File: config.mk
export PLATFORM = sky130hd
export DESIGN_NAME = d_arb
export DESIGN_NICKNAME = d
export VERILOG_FILES = /design/src/rtl/xr_pkg.sv /design/src/rtl/d_arb_rr_sel2.sv /design/src/rtl/d_arb.sv
export SDC_FILE = /design/constraint.sdc
export NUM_CORES = 1
export LEC_CHECK = 0
export CAP_MARGIN = 40
export CORE_AREA = 2 2 103 105
export CTS_CLUSTER_SIZE = 20
export DETAILED_ROUTE_END_ITERATION = 7
export DIE_AREA = 0 0 105 107
export GPL_ROUTABILITY_DRIVEN = 0
export GPL_TIMING_DRIVEN = 0
export PLACE_DENSITY_LB_ADDON = 0.1
export SKIP_CTS_REPAIR_TIMING = 1
export SLEW_MARGIN = 30
export SYNTH_ARGS = -nofsm -noshare
export SYNTH_HDL_FRONTEND = slang
export SYNTH_SLANG_ARGS = --single-unit
File: constraint.sdc
create_clock -name clk -period 4.87 [get_ports clk]
set_input_delay 0.974 -clock clk [delete_from_list [all_inputs] [get_ports clk]]
set_output_delay 0.974 -clock clk [all_outputs]
set_load 0.02 [all_outputs]
File: src/rtl/xr_pkg.sv
// Shared arbiter definitions: FSM state encoding, default timeout and
// the saturating timeout-counter step used by the arbiter.
package xr_pkg;

  // Arbiter FSM states.
  typedef enum logic {
    ST_IDLE = 1'b0,
    ST_BUSY = 1'b1
  } arb_state_e;

  // Default number of cycles a granted transfer may wait for ready.
  localparam int TIMEOUT_DEFAULT = 255;

  // Width of the timeout counter; TIMEOUT must fit in it.
  localparam int TMO_W = 8;

  // Increment the timeout counter, holding it at max instead of wrapping.
  function automatic logic [TMO_W-1:0] tmo_step(
    input logic [TMO_W-1:0] cnt,
    input logic [TMO_W-1:0] max
  );
    logic [TMO_W-1:0] nxt;
    nxt = cnt;
    if (cnt < max) begin
      nxt = cnt + 1'b1;
    end
    return nxt;
  endfunction

endpackage

File: src/rtl/d_arb_rr_sel2.sv
// Two-way round-robin winner select. A lone requester wins; on a tie the
// master that was not served last wins.
module rr_sel2 (
  input  logic [1:0] req,
  input  logic       last,
  output logic       winner,
  output logic       any
);

  // Pick the winner from the request pair and the last-served master.
  always_comb begin
    any    = |req;
    winner = 1'b0;
    case (req)
      2'b01:   winner = 1'b0;
      2'b10:   winner = 1'b1;
      2'b11:   winner = ~last;
      default: winner = 1'b0;
    endcase
  end

endmodule

File: src/rtl/d_arb.sv
// Two-master to one-slave memory arbiter. In IDLE the winning master is
// forwarded combinationally with zero added latency; a transfer that does
// not complete in its first cycle locks the grant (BUSY) until completion,
// request drop, or timeout. A timeout aborts the transfer by pulsing the
// master's pending ready together with its err line.
//
// Handshake: a master holds rd_req/wr_req (with addr/be/wr_data) stable
// until it sees the matching ready; a request completes in the cycle where
// the forwarded req and the downstream ready are both 1. Readies reach only
// the master forwarded in that cycle, and only while it is requesting.
module d_arb
  import xr_pkg::*;
#(
  parameter int XLEN     = 32,
  parameter int ADDR_LEN = 14,
  parameter int TIMEOUT  = TIMEOUT_DEFAULT
) (
  input  logic                clk,
  input  logic                rst,

  // Master 0: CPU load/store unit
  input  logic [ADDR_LEN-1:0] m0_addr,
  input  logic                m0_rd_req,
  input  logic                m0_wr_req,
  input  logic [XLEN/8-1:0]   m0_be,
  input  logic [XLEN-1:0]     m0_wr_data,
  output logic                m0_rd_ready,
  output logic                m0_wr_ready,
  output logic                m0_err,
  output logic [XLEN-1:0]     m0_rd_data,

  // Master 1: debug / loader
  input  logic [ADDR_LEN-1:0] m1_addr,
  input  logic                m1_rd_req,
  input  logic                m1_wr_req,
  input  logic [XLEN/8-1:0]   m1_be,
  input  logic [XLEN-1:0]     m1_wr_data,
  output logic                m1_rd_ready,
  output logic                m1_wr_ready,
  output logic                m1_err,
  output logic [XLEN-1:0]     m1_rd_data,

  // Downstream slave
  output logic [ADDR_LEN-1:0] addr,
  output logic                rd_req,
  output logic                wr_req,
  output logic [XLEN/8-1:0]   be,
  output logic [XLEN-1:0]     wr_data,
  input  logic                rd_ready,
  input  logic                wr_ready,
  input  logic [XLEN-1:0]     rd_data,

  // Status
  output logic                busy
);

  localparam logic [TMO_W-1:0] TMO_MAX = TMO_W'(TIMEOUT);

  arb_state_e       state;
  logic             grant;
  logic             last;
  logic [TMO_W-1:0] tmo_cnt;

  logic [1:0]          req;
  logic                winner;
  logic                any;
  logic                sel;
  logic                sel_active;
  logic                sel_rd;
  logic                sel_wr;
  logic [ADDR_LEN-1:0] sel_addr;
  logic [XLEN/8-1:0]   sel_be;
  logic [XLEN-1:0]     sel_wr_data;
  logic                fwd_cpl;
  logic                tmo_hit;
  logic                drive;
  logic                route_rd;
  logic                route_wr;
  logic                route_err;

  assign req[0] = m0_rd_req | m0_wr_req;
  assign req[1] = m1_rd_req | m1_wr_req;

  rr_sel2 u_rr_sel2 (
    .req    (req),
    .last   (last),
    .winner (winner),
    .any    (any)
  );

  // Choose which master is forwarded and gather its request fields.
  always_comb begin
    sel         = (state == ST_BUSY) ? grant : winner;
    sel_active  = sel ? req[1] : req[0];
    sel_rd      = sel ? m1_rd_req  : m0_rd_req;
    sel_wr      = sel ? m1_wr_req  : m0_wr_req;
    sel_addr    = sel ? m1_addr    : m0_addr;
    sel_be      = sel ? m1_be      : m0_be;
    sel_wr_data = sel ? m1_wr_data : m0_wr_data;
  end

  // Completion and timeout detection for the forwarded request.
  always_comb begin
    fwd_cpl = sel_active & ((sel_rd & rd_ready) | (sel_wr & wr_ready));
    tmo_hit = (state == ST_BUSY) & sel_active & ~fwd_cpl & (tmo_cnt == TMO_MAX);
    drive   = sel_active & ~tmo_hit & ~rst;
  end

  // Downstream request mux; fields are zero when nobody is forwarded.
  always_comb begin
    addr    = '0;
    be      = '0;
    wr_data = '0;
    rd_req  = drive & sel_rd;
    wr_req  = drive & sel_wr;
    if (sel_active) begin
      addr    = sel_addr;
      be      = sel_be;
      wr_data = sel_wr_data;
    end
  end

  // Return path: readies to the forwarded master, or abort pulses on timeout.
  always_comb begin
    route_rd  = 1'b0;
    route_wr  = 1'b0;
    route_err = 1'b0;
    if (sel_active && !rst) begin
      if (tmo_hit) begin
        route_rd  = sel_rd;
        route_wr  = sel_wr;
        route_err = 1'b1;
      end else begin
        route_rd  = rd_ready;
        route_wr  = wr_ready;
      end
    end
    m0_rd_ready = route_rd  & ~sel;
    m0_wr_ready = route_wr  & ~sel;
    m0_err      = route_err & ~sel;
    m1_rd_ready = route_rd  & sel;
    m1_wr_ready = route_wr  & sel;
    m1_err      = route_err & sel;
    m0_rd_data  = rd_data;
    m1_rd_data  = rd_data;
    busy        = (state == ST_BUSY) & ~rst;
  end

  // Arbiter FSM: grant lock, round-robin history and timeout counter.
  always_ff @(posedge clk) begin
    if (rst) begin
      state   <= ST_IDLE;
      grant   <= 1'b0;
      last    <= 1'b1;
      tmo_cnt <= '0;
    end else begin
      case (state)
        ST_IDLE: begin
          if (any) begin
            if (fwd_cpl) begin
              last <= winner;
            end else begin
              state   <= ST_BUSY;
              grant   <= winner;
              tmo_cnt <= TMO_W'(1);
            end
          end
        end
        ST_BUSY: begin
          if (!sel_active) begin
            // Granted master withdrew: release without touching history.
            state   <= ST_IDLE;
            tmo_cnt <= '0;
          end else if (fwd_cpl || tmo_hit) begin
            state   <= ST_IDLE;
            last    <= grant;
            tmo_cnt <= '0;
          end else begin
            tmo_cnt <= tmo_step(tmo_cnt, TMO_MAX);
          end
        end
        default: begin
          state   <= ST_IDLE;
          tmo_cnt <= '0;
        end
      endcase
    end
  end

endmodule
==> flow_metrics.py <==
metrics = {
    "status": {
        "status": "finished clean",
    },
    "sta": {
        "grt_setup_unrepaired": "no",
        "max_slew.worst_pin.slew_ps": 516,
        "slew_viol_final": 0,
        "setup_viol": 0,
        "fin_setup_tns_ps": 0,
        "finalClockSkew_ps": 6.14,
        "slew_headroom": 0.653,
        "holdWs_ps": 521,
        "period_share": 0.951,
        "post-route-min-period_ps": 4630,
        "hold_violations": 0,
        "timing.fmax_ghz": 0.216,
    },
    "global_routing": {
        "grt_max_degree": 11,
        "antenna_found_initial": 0,
        "first_global_vias": 2901,
        "grt_pass1_wl_mm": 16.0,
        "overflow": 0,
        "grtUsageTotal": 0.178,
    },
    "pwr": {
        "pwr-share-clk": 0.097,
        "power.leakage_nw": 1.87,
        "cellPowerDensity_mw_per_mm2": 205,
        "switching_share": 0.441,
        "power.total_uw": 933,
        "power_frac_seq": 0.109,
        "peakVddDrop_uv": 122,
        "power.switching_uw": 411,
        "intPower_uw": 522,
        "p_comb_frac": 0.794,
    },
    "detailed_routing": {
        "wl_per_cell_um": 15.3,
        "ant_nets": 0,
        "drt-initial-drc-count": 143,
        "dr.pass1.iters": 4,
        "vias": 3112,
        "vias_per_cell": 4.36,
        "routed_wl_mm": 10.9,
        "drcViolationCount": 0,
    },
    "clock_network": {
        "clk_path_buf_depth": 2,
        "clk_pin_slew_ps": 50,
        "h-tree-depth": 1,
        "cts.sinks": 11,
        "cts_root_buf": "clkbuf_8",
        "cts_tree": "built",
        "cts-buffers-inserted": 3,
        "clk_latency_ps": 240,
    },
    "setup_path": {
        "slowest_stage": "clkdlybuf4s50_1",
        "cp_num_buf_inv": 4,
        "crit_top_cell": "clkdlybuf4s50_1",
        "critPathMaxFanout": 10,
        "slowest_delay_ps": 620,
        "cp.required_ps": 3900,
        "crit_chain": "clkdlybuf4s50_1 > o21bai_4 > nand2b_1 > and2_1 > buf_2 > buf_1 > nand2_1 > a21oi_1 > clkdlybuf4s50_1",
        "criticalPathCategory": "input port to primary output",
        "startpoint_type": "input port",
        "r2r_slack_ps": 2760,
        "r2r-start": "state",
        "crit_path_end_kind": "primary output",
        "r2r-end": "tmo_cnt[5]",
        "arrival_ps": 3660,
        "r2r_cells": 6,
        "critPathTopFamily": "buffers and inverters",
    },
    "floorplanning": {
        "ios": 263,
        "die_height_um": 107,
        "initial_core_util": 0.202,
        "dieArea_sq_mm": 0.0112,
        "coreArea_sq_mm": 0.0101,
        "fp-row-count": 37,
        "die_w_um": 105,
    },
    "synthesis": {
        "syn_area_per_cell_sq_um": 5.92,
        "syn_nets": 486,
        "synth_top_cell_by_area": "buf_4",
        "netlist_area_sq_mm": 0.00204,
        "synth-edff-count": 0,
        "synthCells": 345,
        "ys_warn_count": 0,
        "yosys-top-cells-area": "buf_4 24%, nand2_1 20%, a21oi_1 12%, dfxtp_1 11%, clkbuf_1 2.8%",
        "yosysSeqAreaShare": 0.108,
        "yosysTopAreaCellShare": 0.235,
        "synth_common_cells": "107 x nand2_1, 64 x buf_4, 51 x a21oi_1",
        "yosysMostFrequentCell": "nand2_1",
        "synth_cell_types": 42,
        "ys_ff_latch": 11,
        "synthArstFlopShare": 0,
        "synth_top_flop_cell": "dfxtp_1",
    },
    "finish": {
        "fillers": 1060,
        "layout.nets": 719,
        "drive_gt1_frac": 0.137,
        "areaGrowthSynthToFinish_pct": 123,
        "antennaDiodeCount": 0,
        "fin_area_sq_mm": 0.00456,
    },
    "placement": {
        "placedInstanceArea_sq_mm": 0.00451,
        "hpwlAfterDp_mm": 9.15,
        "io_buffers": 229,
    },
    "flow_run": {
        "drv_cap": 0,
    },
    "worst_hold_path": {
        "min_to": "tmo_cnt[6]",
        "hold_class": "flop to flop",
        "hold_start": "tmo_cnt[6]",
        "hold_path_depth": 1,
    },
}
-- power by group through the flow --
stage / Sequential [mW] / Clock (mW) / Combinational, mW
floorplan: 0.101 / 0 / 0.376
finish: 0.101 / 0.0906 / 0.741
detailed placement: 0.103 / 0 / 0.746
global placement: 0.103 / 0 / 0.742
CTS: 0.101 / 0.0940 / 0.748
global route: 0.103 / 0.0997 / 0.792
-- flip-flops by register name (all words and copies together), names as in the netlist --
register / cells
tmo_cnt: 8
grant: 1
last: 1
state: 1
-- placed cells by master, fill, tap and decap left out, types with 5 or more instances in the layout --
cell	Yosys	routed
dfxtp_1	11	11
and2_1	5	5
clkbuf_1	15	14
inv_1	5	5
nor2_1	13	13
clkdlybuf4s50_1	0	229
buf_4	64	64
a21oi_1	51	51
nand2_1	107	107
o21ai_0	5	5
clkbuf_2	1	5
nand4_1	7	7
a211oi_1	6	5
-- logic make-up after synthesis --
| group | count (synthesis) | share of synthesized area |
|---|---|---|
| simple gates | 154 | 0.324 |
| fa+ha+maj | 1 | 0.00612 |
| xor+xnor | 1 | 0.00429 |
| buf+inv | 91 | 0.290 |
| compound gates | 87 | 0.268 |
| flops | 11 | 0.108 |
-- worst register-to-register path, stage by stage, from the launching register on --
cell	delay, ps
dfxtp_1	300
buf_6	130
o21bai_4	170
nand2b_1	220
a32o_2	370
o31a_1	430
a221o_1	380
-- through the flow --
step	util	setup WS, ps	cells
after global placement	0.446	143	710
final	0.452	237	713
after global routing	0.452	15.6	713
after CTS	0.451	98.9	714
after detailed placement	0.446	125	710
after floorplan	-	1260	345
-- routing by layer --
layer	up-vias	routed length, um	GRT usage	part of all wire
met1	1398	4340	0.211	0.40
met2	131	5630	0.331	0.52
met5	-	0	0	0
met3	2	927	0.0529	0.085
li1	1581	-	-	-
met4	0	15	0.00857	0.0014
-- cell type report --
cell class                 count  area, sq um  share of cell area
timing repair buffer         229         2290               0.503
multi-input combinational    243         1240               0.271
buffer                        85          574               0.126
sequential                    11          220              0.0483
tap                          136          170              0.0373
clock buffer                   4         45.0             0.00988
inverter                       5         18.8             0.00412
-- worst max path at each step --
stage	startpoint	to	depth (start not counted)
floorplan	m1_rd_req	m0_rd_ready	7
global placement	m1_wr_req	wr_data[14]	9
detailed placement	m0_wr_req	m0_rd_ready	8
CTS	m0_rd_req	m0_rd_ready	8
global route	m1_wr_req	wr_data[8]	9
finish	m1_wr_req	wr_data[6]	9
Power figures use the tool's default switching activity.
